<file path="config.mk">
export PLATFORM = sky130hd
export DESIGN_NAME = instr_mem_prog_flat
export DESIGN_NICKNAME = d
export VERILOG_FILES = /design/src/rtl/instr_mem_prog_if.sv /design/src/rtl/instr_mem_prog.sv /design/src/flat_wrapper.sv
export SDC_FILE = /design/constraint.sdc
export NUM_CORES = 1
export LEC_CHECK = 0
export ABC_AREA = 1
export BUFFER_PORTS_ARGS = -buffer_cell sky130_fd_sc_hd__clkbuf_2
export CAP_MARGIN = 20
export CORE_MARGIN = 1
export CORE_UTILIZATION = 54
export CTS_CLUSTER_SIZE = 10
export DETAILED_ROUTE_END_ITERATION = 10
export GPL_TIMING_DRIVEN = 0
export PLACE_DENSITY = 0.88
export SKIP_LAST_GASP = 1
export SLEW_MARGIN = 40
export SYNTH_ARGS = -nofsm -noshare
export SYNTH_HDL_FRONTEND = slang
export SYNTH_SLANG_ARGS = --single-unit
</file>
<file path="constraint.sdc">
create_clock -name clk -period 2.35 [get_ports clk]
set_input_delay 0.1175 -clock clk [delete_from_list [all_inputs] [get_ports clk]]
set_output_delay 0.1175 -clock clk [all_outputs]
set_load 0.02 [all_outputs]
</file>
<file path="src/rtl/instr_mem_prog_if.sv">
// Program and fetch bus between the PC/fetch stage, the loader and instr_mem_prog.
// master drives requests and program writes; slave is the memory.
interface instr_mem_prog_if #(
    parameter int unsigned DATA_W = 16,
    parameter int unsigned ADDR_W = 16
);
    logic              prog_en;
    logic              prog_we;
    logic [ADDR_W-1:0] prog_addr;
    logic [DATA_W-1:0] prog_data;
    logic              fetch_req;
    logic [ADDR_W-1:0] fetch_pc;
    logic              fetch_ready;
    logic              stall;
    logic [DATA_W-1:0] instr;
    logic [ADDR_W-1:0] instr_pc;
    logic              instr_valid;
    logic              fault_range;
    logic              fault_align;
    logic              fault_sticky;
    logic [1:0]        mode;

    modport master (
        output prog_en, prog_we, prog_addr, prog_data,
        output fetch_req, fetch_pc, stall,
        input  fetch_ready, instr, instr_pc, instr_valid,
        input  fault_range, fault_align, fault_sticky, mode
    );

    modport slave (
        input  prog_en, prog_we, prog_addr, prog_data,
        input  fetch_req, fetch_pc, stall,
        output fetch_ready, instr, instr_pc, instr_valid,
        output fault_range, fault_align, fault_sticky, mode
    );
endinterface

</file>
<file path="src/rtl/instr_mem_prog.sv">
// Programmable instruction memory: swept to NOP after reset, written in LOAD,
// read in RUN through a registered fetch port with stall hold and fault flags.
module instr_mem_prog #(
    parameter int unsigned       DATA_W = 16,
    parameter int unsigned       ADDR_W = 16,
    parameter int unsigned       DEPTH  = 16,
    parameter logic [DATA_W-1:0] NOP    = '0
) (
    input logic             clk,
    input logic             rst_n,
    instr_mem_prog_if.slave bus
);
    localparam int unsigned       SH         = $clog2(DATA_W / 8);
    localparam int unsigned       IDX_W      = (DEPTH > 1) ? $clog2(DEPTH) : 1;
    localparam logic [ADDR_W-1:0] ALIGN_MASK = ADDR_W'((1 << SH) - 1);
    localparam logic [ADDR_W:0]   DEPTH_X    = (ADDR_W + 1)'(DEPTH);
    localparam logic [IDX_W-1:0]  LAST_IDX   = IDX_W'(DEPTH - 1);

    typedef enum logic [1:0] {
        CLEAR = 2'b00,
        LOAD  = 2'b01,
        RUN   = 2'b10
    } state_t;

    state_t            state;
    logic [IDX_W-1:0]  sweep;
    logic [DATA_W-1:0] mem [DEPTH];

    logic [ADDR_W-1:0] prog_idx;
    logic [ADDR_W-1:0] fetch_idx;
    logic              prog_ok;
    logic              fetch_in_range;
    logic              fetch_aligned;
    logic              fetch_accept;

    logic              mem_we;
    logic [IDX_W-1:0]  mem_widx;
    logic [DATA_W-1:0] mem_wdata;

    // Range is judged on the full-width index so high PCs never alias low words.
    assign prog_idx       = bus.prog_addr >> SH;
    assign fetch_idx      = bus.fetch_pc >> SH;
    assign prog_ok        = ({1'b0, prog_idx} < DEPTH_X) && ((bus.prog_addr & ALIGN_MASK) == '0);
    assign fetch_in_range = {1'b0, fetch_idx} < DEPTH_X;
    assign fetch_aligned  = (bus.fetch_pc & ALIGN_MASK) == '0;
    assign fetch_accept   = (state == RUN) && bus.fetch_req && !bus.stall;

    assign bus.fetch_ready = (state == RUN) && !bus.stall;
    assign bus.mode        = state;

    always_comb begin
        mem_we    = 1'b0;
        mem_widx  = sweep;
        mem_wdata = NOP;
        case (state)
            CLEAR: mem_we = 1'b1;
            LOAD: begin
                mem_we    = bus.prog_we && prog_ok;
                mem_widx  = prog_idx[IDX_W-1:0];
                mem_wdata = bus.prog_data;
            end
            default: ;
        endcase
    end

    always_ff @(posedge clk) begin
        if (mem_we) begin
            mem[mem_widx] <= mem_wdata;
        end
    end

    always_ff @(posedge clk or negedge rst_n) begin
        if (!rst_n) begin
            state            <= CLEAR;
            sweep            <= '0;
            bus.instr        <= NOP;
            bus.instr_pc     <= '0;
            bus.instr_valid  <= 1'b0;
            bus.fault_range  <= 1'b0;
            bus.fault_align  <= 1'b0;
            bus.fault_sticky <= 1'b0;
        end else begin
            case (state)
                CLEAR: begin
                    sweep <= sweep + IDX_W'(1);
                    if (sweep == LAST_IDX) begin
                        if (bus.prog_en) begin
                            state            <= LOAD;
                            bus.fault_sticky <= 1'b0;
                            bus.instr_valid  <= 1'b0;
                        end else begin
                            state <= RUN;
                        end
                    end
                end
                LOAD: begin
                    if (!bus.prog_en) begin
                        state <= RUN;
                    end
                end
                RUN: begin
                    if (fetch_accept) begin
                        bus.instr       <= (fetch_aligned && fetch_in_range) ?
                                           mem[fetch_idx[IDX_W-1:0]] : NOP;
                        bus.instr_pc    <= bus.fetch_pc;
                        bus.instr_valid <= 1'b1;
                        bus.fault_range <= !fetch_in_range;
                        bus.fault_align <= !fetch_aligned;
                        if (!fetch_in_range || !fetch_aligned) begin
                            bus.fault_sticky <= 1'b1;
                        end
                    end else if (!bus.stall) begin
                        bus.instr_valid <= 1'b0;
                    end
                    // A fetch accepted on the LOAD-entry edge is registered but
                    // invalidated here, since these later assignments win.
                    if (bus.prog_en) begin
                        state            <= LOAD;
                        bus.instr_valid  <= 1'b0;
                        bus.fault_sticky <= 1'b0;
                    end
                end
                default: state <= CLEAR;
            endcase
        end
    end
endmodule

</file>
<file path="src/flat_wrapper.sv">
// flat-port wrapper written by rule: the top's interface ports become plain ports
module instr_mem_prog_flat 
#(
    parameter int unsigned       DATA_W = 16,
    parameter int unsigned       ADDR_W = 16,
    parameter int unsigned       DEPTH  = 16,
    parameter logic [DATA_W-1:0] NOP    = '0
)
  (clk, rst_n, bus_prog_en, bus_prog_we, bus_prog_addr, bus_prog_data, bus_fetch_req, bus_fetch_pc, bus_stall, bus_fetch_ready, bus_instr, bus_instr_pc, bus_instr_valid, bus_fault_range, bus_fault_align, bus_fault_sticky, bus_mode);
  instr_mem_prog_if #(.DATA_W(DATA_W), .ADDR_W(ADDR_W)) bus_i ();
  input logic clk;
  input logic rst_n;
  input wire logic [$bits(bus_i.prog_en)-1:0] bus_prog_en;
  input wire logic [$bits(bus_i.prog_we)-1:0] bus_prog_we;
  input wire logic [$bits(bus_i.prog_addr)-1:0] bus_prog_addr;
  input wire logic [$bits(bus_i.prog_data)-1:0] bus_prog_data;
  input wire logic [$bits(bus_i.fetch_req)-1:0] bus_fetch_req;
  input wire logic [$bits(bus_i.fetch_pc)-1:0] bus_fetch_pc;
  input wire logic [$bits(bus_i.stall)-1:0] bus_stall;
  output wire logic [$bits(bus_i.fetch_ready)-1:0] bus_fetch_ready;
  output wire logic [$bits(bus_i.instr)-1:0] bus_instr;
  output wire logic [$bits(bus_i.instr_pc)-1:0] bus_instr_pc;
  output wire logic [$bits(bus_i.instr_valid)-1:0] bus_instr_valid;
  output wire logic [$bits(bus_i.fault_range)-1:0] bus_fault_range;
  output wire logic [$bits(bus_i.fault_align)-1:0] bus_fault_align;
  output wire logic [$bits(bus_i.fault_sticky)-1:0] bus_fault_sticky;
  output wire logic [$bits(bus_i.mode)-1:0] bus_mode;
  assign bus_i.prog_en = bus_prog_en;
  assign bus_i.prog_we = bus_prog_we;
  assign bus_i.prog_addr = bus_prog_addr;
  assign bus_i.prog_data = bus_prog_data;
  assign bus_i.fetch_req = bus_fetch_req;
  assign bus_i.fetch_pc = bus_fetch_pc;
  assign bus_i.stall = bus_stall;
  assign bus_fetch_ready = bus_i.fetch_ready;
  assign bus_instr = bus_i.instr;
  assign bus_instr_pc = bus_i.instr_pc;
  assign bus_instr_valid = bus_i.instr_valid;
  assign bus_fault_range = bus_i.fault_range;
  assign bus_fault_align = bus_i.fault_align;
  assign bus_fault_sticky = bus_i.fault_sticky;
  assign bus_mode = bus_i.mode;
  instr_mem_prog #(.DATA_W(DATA_W), .ADDR_W(ADDR_W), .DEPTH(DEPTH), .NOP(NOP)) u_core (.clk(clk), .rst_n(rst_n), .bus(bus_i));
endmodule
</file>
==> results of run 1 <==
==> worst paths after layout <==
| kind | startpoint | endpoint | slack [ps] | cells after the start |
|---|---|---|---|---|
| min reg2reg | u_core.bus.instr[11] | u_core.bus.instr[11] | 480 | 2 |
| min in group asynchronous | rst_n | u_core.bus.instr[3] | 170 | 2 |
| max reg2reg | u_core.bus.mode[1] | u_core.mem[9][5] | -60 | 5 |
| min | bus_prog_data[1] | u_core.mem[4][1] | 70 | 3 |
| max | u_core.bus.mode[1] | u_core.mem[9][5] | -60 | 5 |
| max in group asynchronous | rst_n | u_core.sweep[2] | 1800 | 2 |
==> area by class of cell <==
type	instances	area share, %
Timing Repair Buffer	127	6.55
Inverter	49	1.26
Sequential cell	297	59.7
Tap cell	280	2.40
Multi-Input combinational cell	670	21.6
Clock inverter	3	0.206
Clock buffer	49	6.50
Buffer	60	1.87
==> critical path: stages (launching register included) <==
cell and delay, ps:
dfrtp_1 440, inv_1 120, nand2_1 140, buf_4 260
clkbuf_2 330, nor2_2 770
==> logic make-up after synthesis <==
group                    count (synthesis)  share of synthesized area [%]
AND/OR/NAND/NOR                        647                           23.0
buffers and inverters                  109                           3.75
adder cells (fa/ha/maj)                  1                          0.104
AO/OA/AOI/OAI                           19                          0.839
flip-flops                             297                           72.1
XOR/XNOR                                 3                          0.217
==> metrics by stage <==
stage	utilization, %	hold slack [ps]	worst slack (ps)	power [mW]
2_1_floorplan	-	-178	-17.0	9.70
3_3_place_gp	58.9	297	-681	10.7
3_5_place_dp	59.3	162	-360	11.0
4_1_cts	66.4	56.3	-61.9	16.4
5_1_grt	66.7	81.4	-91.3	17.4
6_report	66.7	71.0	-57.3	16.9
==> layer usage <==
metal	wire [um]	part of all wire (%)
met3	4710	13
met2	15700	45
met1	12300	35
met4	2320	6.6
met5	0	0
==> cells in the mapped netlist <==
cell | number | area [um^2]
edfxtp_1 | 256 | 7690
nor2_4 | 1 | 11.3
or2_0 | 1 | 6.26
o21ai_1 | 1 | 5.00
o21a_1 | 1 | 7.51
a31oi_1 | 1 | 6.26
or2_4 | 1 | 8.76
buf_6 | 1 | 11.3
nand2_2 | 2 | 12.5
nor3_1 | 1 | 5.00
clkinv_1 | 2 | 7.51
buf_4 | 1 | 7.51
inv_2 | 1 | 3.75
a21boi_0 | 1 | 7.51
nand2_1 | 344 | 1290
a21oi_1 | 1 | 5.00
nor2_1 | 52 | 195
nand3_1 | 240 | 1200
buf_1 | 12 | 45.0
xnor2_1 | 1 | 8.76
o21ai_0 | 14 | 70.1
nor2_8 | 1 | 20.0
nand4_1 | 2 | 12.5
nand3b_1 | 2 | 15.0
dfrtp_1 | 41 | 1030
clkbuf_1 | 20 | 75.1
xor2_1 | 2 | 17.5
buf_2 | 26 | 130
inv_1 | 46 | 173
ha_1 | 1 | 12.5
==> registers in the layout (all words and copies together) (netlist names) <==
register,count
u_core.bus.instr,16
u_core.mem,256
u_core.bus.fault_range,1
u_core.bus.instr_valid,1
u_core.bus.instr_pc,16
u_core.sweep,4
u_core.bus.fault_sticky,1
u_core.bus.mode,2
==> power by group through the flow <==
| stage | sequential, mW | combinational, mW | clock [mW] |
|---|---|---|---|
| after detailed placement | 7.85 | 3.19 | 0 |
| after floorplan | 7.96 | 1.74 | 0 |
| final | 7.79 | 4.26 | 4.82 |
| after CTS | 7.74 | 3.89 | 4.75 |
| after global routing | 7.86 | 4.49 | 5.02 |
| after global placement | 7.82 | 2.88 | 0 |
==> what timing repair did <==
item / in CTS / in global routing
hold buffers: 15 / 0
hold endpoints to repair: 57 / 0
gates cloned: 0 / 0
buffers inserted: 22 / 0
gates resized for setup: 16 / 9
pin swaps: 15 / 0
setup endpoints to repair: 312 / 304
==> results.cfg, run 1 <==
[grt]
track_usage_pct = 31.3
top_usage_layer = met2
use_met3_pct = 7.93
antenna_found_initial = 0
use_met2_pct = 48.1
grt_pass1_wl_mm = 51.7
use_met1_pct = 40.8
grt_pass1_vias = 8946
gr-total-overflow = 0
grt_max_degree = 42

[cells_and_area]
syn2layout_area_growth_pct = 20.9
multi_input_area_um2 = 3150
fillerInstances = 1410
fin_nets = 1295
design_area_um2 = 14600
antenna_cells = 0
drive_gt1_share_pct = 17.8
regArea_um2 = 8710
final_cell_mix = 338 x nand2_1, 256 x edfxtp_1, 240 x nand3_1, 90 x clkbuf_2, 46 x inv_1
stdcell_count = 1535
final_common_cell = nand2_1

[timing]
setup_viol = 46
setup_tns_ps = -968
clock_skew_ps = 26.0
max-slew-margin-rel_pct = 40.2
rsz0062_at_grt = true
finalMaxSlewViolations = 0
finalCriticalPeriod_ps = 2410
fin_crit_sh_pct = 102
fin_ws_ps = -57.3
final-hold-violation-count = 0
fmax_mhz = 415
tightestPinTransition_ps = 896

[power]
power_switching_mw = 5.50
p_int_mw = 11.4
power_density_nw_per_um2 = 1160
p_comb_share_pct = 25.3
p_seq_share_pct = 46.2
ir_drop_uv = 689
clkPwrFrac_pct = 28.6
switching_share_pct = 32.6
p_leak_nw = 5.88

[die]
fp.dieW_um = 152
dieHeight_um = 152
rows = 54
die-area_um2 = 23000
coreArea_um2 = 21900
start_util_pct = 55.2
io_pins = 93

[detailed_routing]
vias_per_cell = 6.06
wire_per_inst_um = 22.8
ant_nets = 0
drc_errors = 0
num_vias = 9305
drt_iter0_markers = 1494
wl_mm = 35.1
drt_pass1_iterations = 8

[logic_synthesis]
synth_cell_type_count = 30
synth_seq_cells = 297
syn_area_per_cell_um2 = 11.2
synth_area_um2 = 12100
syn_nets = 1131
synth_cells = 1076
ys_seq_area_share_pct = 72.1
ys_warn_count = 0

[clocking]
cts.sinks = 297
clkTransAtPathRegs_ps = 60
cts_tree = yes
numCtsBuffers = 35
htree_levels = 2
cts-root-buf = clkbuf_16
cts_buffer_depth = 3
clock_latency_ps = 530

[placed_design]
dp_hpwl_mm = 20.3
portBuffers = 90
dpl_cell_area_um2 = 13000
gp_congestion = 1.06
place_inst = 1446

[run]
drv_cap = 0

[setup_path]
startpoint_type = flop
critPathArrivalTime_ps = 2590
critical_path_class = reg2reg
cp_max_fo = 16
cp.required_ps = 2530
end_kind = flop

[status]
violations = setup timing
outcome = complete, but fails checks

[hold_path]
hp-class = in2reg
(Power assumes the default switching activity.)
==> run 2: changes to the inputs <==
--- a/config.mk
+++ b/config.mk
@@ -8,12 +8,11 @@
 export ABC_AREA = 1
 export BUFFER_PORTS_ARGS = -buffer_cell sky130_fd_sc_hd__clkbuf_2
 export CAP_MARGIN = 20
-export CORE_MARGIN = 1
-export CORE_UTILIZATION = 54
+export CORE_UTILIZATION = 55
 export CTS_CLUSTER_SIZE = 10
 export DETAILED_ROUTE_END_ITERATION = 10
 export GPL_TIMING_DRIVEN = 0
-export PLACE_DENSITY = 0.88
+export PLACE_DENSITY = 0.86
 export SKIP_LAST_GASP = 1
 export SLEW_MARGIN = 40
 export SYNTH_ARGS = -nofsm -noshare
==> constraint.sdc (replaced) <==
create_clock -name clk -period 3.05 [get_ports clk]
set_input_delay 0.1525 -clock clk [delete_from_list [all_inputs] [get_ports clk]]
set_output_delay 0.1525 -clock clk [all_outputs]
set_load 0.02 [all_outputs]
==> run 2 against run 1 <==
Net effect: the run now ends clean; global-route usage down 1.6 points; count of clock-buffer cells in the layout up 2; clock power down 23%; fmax down 16%; die area down 1.8%; wire length down 7.7%; final area down 2.6%; hold slack worse by 14 ps; critical path depth up 2; cell count down 1.8%; sequential share of layout area up 1.6 points; largest cell class unchanged; first-iteration DRC count down 2.9%; critical endpoint is now u_core.mem[11][2].
==> results.cfg, run 2 (synthesis gave the netlist of run 1 again) <==
[grt]
grt_max_degree = 42
antenna_found_initial = 0
track_usage_pct = 29.7
use_met1_pct = 40.3
grt_pass1_vias = 8673
top_usage_layer = met2
grt_pass1_wl_mm = 48.5
use_met2_pct = 45.4
gr-total-overflow = 0
use_met3_pct = 7.03

[detailed_routing]
ant_nets = 0
wire_per_inst_um = 21.5
drc_errors = 0
num_vias = 8903
wl_mm = 32.4
vias_per_cell = 5.91
drt_iter0_markers = 1451
drt_pass1_iterations = 6

[die]
rows = 53
io_pins = 93
coreArea_um2 = 21300
die-area_um2 = 22600
start_util_pct = 56.8
fp.dieW_um = 150
dieHeight_um = 150

[placed_design]
gp_congestion = 0.995
place_inst = 1441
portBuffers = 90
post-place-ws_ps = 366
dp_hpwl_mm = 20.4

[clocking]
cts-root-buf = clkbuf_16
clock_latency_ps = 520
cts_buffer_depth = 3
numCtsBuffers = 35
htree_levels = 2
cts.sinks = 297
cts_tree = yes
post_cts_buffers = 0
clkTransAtPathRegs_ps = 60

[cells_and_area]
fin_nets = 1272
multi_input_area_um2 = 3140
final_common_cell = nand2_1
largest_reg_flops = 256
stdcell_count = 1507
final_cell_mix = 344 x nand2_1, 256 x edfxtp_1, 240 x nand3_1, 90 x clkbuf_2, 46 x inv_1
largest-register = u_core.mem
fillerInstances = 1393
syn2layout_area_growth_pct = 17.8
antenna_cells = 0
top_regs = u_core.mem: 256 flops, u_core.bus.instr: 16 flops, u_core.bus.instr_pc: 16 flops
regArea_um2 = 8710
drive_gt1_share_pct = 15.7

[run]
drv_cap = 0

[power]
p_leak_nw = 5.71
power_density_nw_per_um2 = 873
ir_drop_uv = 515

[setup_path]
cp_max_fo = 16
startpoint_type = flop
r2r-start = u_core.bus.mode[1]
critPathArrivalTime_ps = 3010
critical_path_class = reg2reg
critPathLaunch = u_core.bus.mode[1]
cp.required_ps = 3180
end_kind = flop

[timing]
fin_ws_ps = 171
fin_crit_sh_pct = 94.4
clock_skew_ps = 15.2
fmax_mhz = 347
setup_viol = 0
tightestPinTransition_ps = 814
setup_tns_ps = 0
finalCriticalPeriod_ps = 2880
max-slew-margin-rel_pct = 45.7
rsz0062_at_grt = false
finalMaxSlewViolations = 0
final-hold-violation-count = 0

[hold_path]
hp-class = in2reg
min-delay-start = bus_stall

[status]
outcome = finished, final reports clean
-- run 2: cell type report --
cell class	instances	share of cell area [%]
inverter	49	1.29
buffer	60	1.90
sequential	297	61.2
multi-input combinational	670	22.1
timing repair buffer	104	4.17
clock inverter	1	0.0264
clock buffer	51	6.88
tap	275	2.42
-- run 2: worst max-delay path: stages (launching register included) --
cell	delay, ps
dfrtp_1	460
inv_1	110
nand2_1	150
buf_2	400
nand2_1	170
o21ai_0	180
nand2_1	290
nor2_2	720
-- run 2: path summary, 6_finish.rpt --
| check | endpoint | slack [ps] | cells past startpoint |
|---|---|---|---|
| max | u_core.mem[11][2] | 170 | 7 |
| min | u_core.bus.instr_valid | 60 | 4 |
| max reg2reg | u_core.mem[11][2] | 170 | 7 |
| min reg2reg | u_core.bus.instr[5] | 480 | 2 |
| max in group asynchronous | u_core.sweep[0] | 2460 | 2 |
| min in group asynchronous | u_core.bus.instr_pc[9] | 210 | 2 |
-- run 2: through the flow --
| stage | area [um^2] | power, mW | utilization, % | hold WS [ps] |
|---|---|---|---|---|
| 3_5_place_dp | 13000 | 8.52 | 60.9 | 198 |
| 4_1_cts | 14100 | 12.2 | 66.2 | 44.1 |
| 5_1_grt | 14200 | 12.9 | 66.9 | 59.1 |
| 6_report | 14200 | 12.4 | 66.9 | 57.3 |
| 3_3_place_gp | 12900 | 8.27 | 60.5 | 350 |
| 2_1_floorplan | 12100 | 7.47 | - | -143 |
-- run 2: power by group --
group          switching, mW  internal [mW]  leakage (nW)  total [mW]
clock                   1.50           2.19         0.474        3.69
combinational           2.13          0.602          2.32        2.73
sequential             0.302           5.70          2.92        6.00
total                   3.93           8.49          5.71        12.4
-- run 2: repair_timing --
action / 4_1_cts / 5_1_grt
endpoints found under the hold margin: 55 / 0
hold buffers: 14 / 0
resized for setup: 0 / 0
-- run 2: per-layer routing --
metal,routed length (um),up-vias
met1,11600,4174
li1,-,3972
met5,0,-
met2,14900,645
met4,1530,0
met3,4350,112
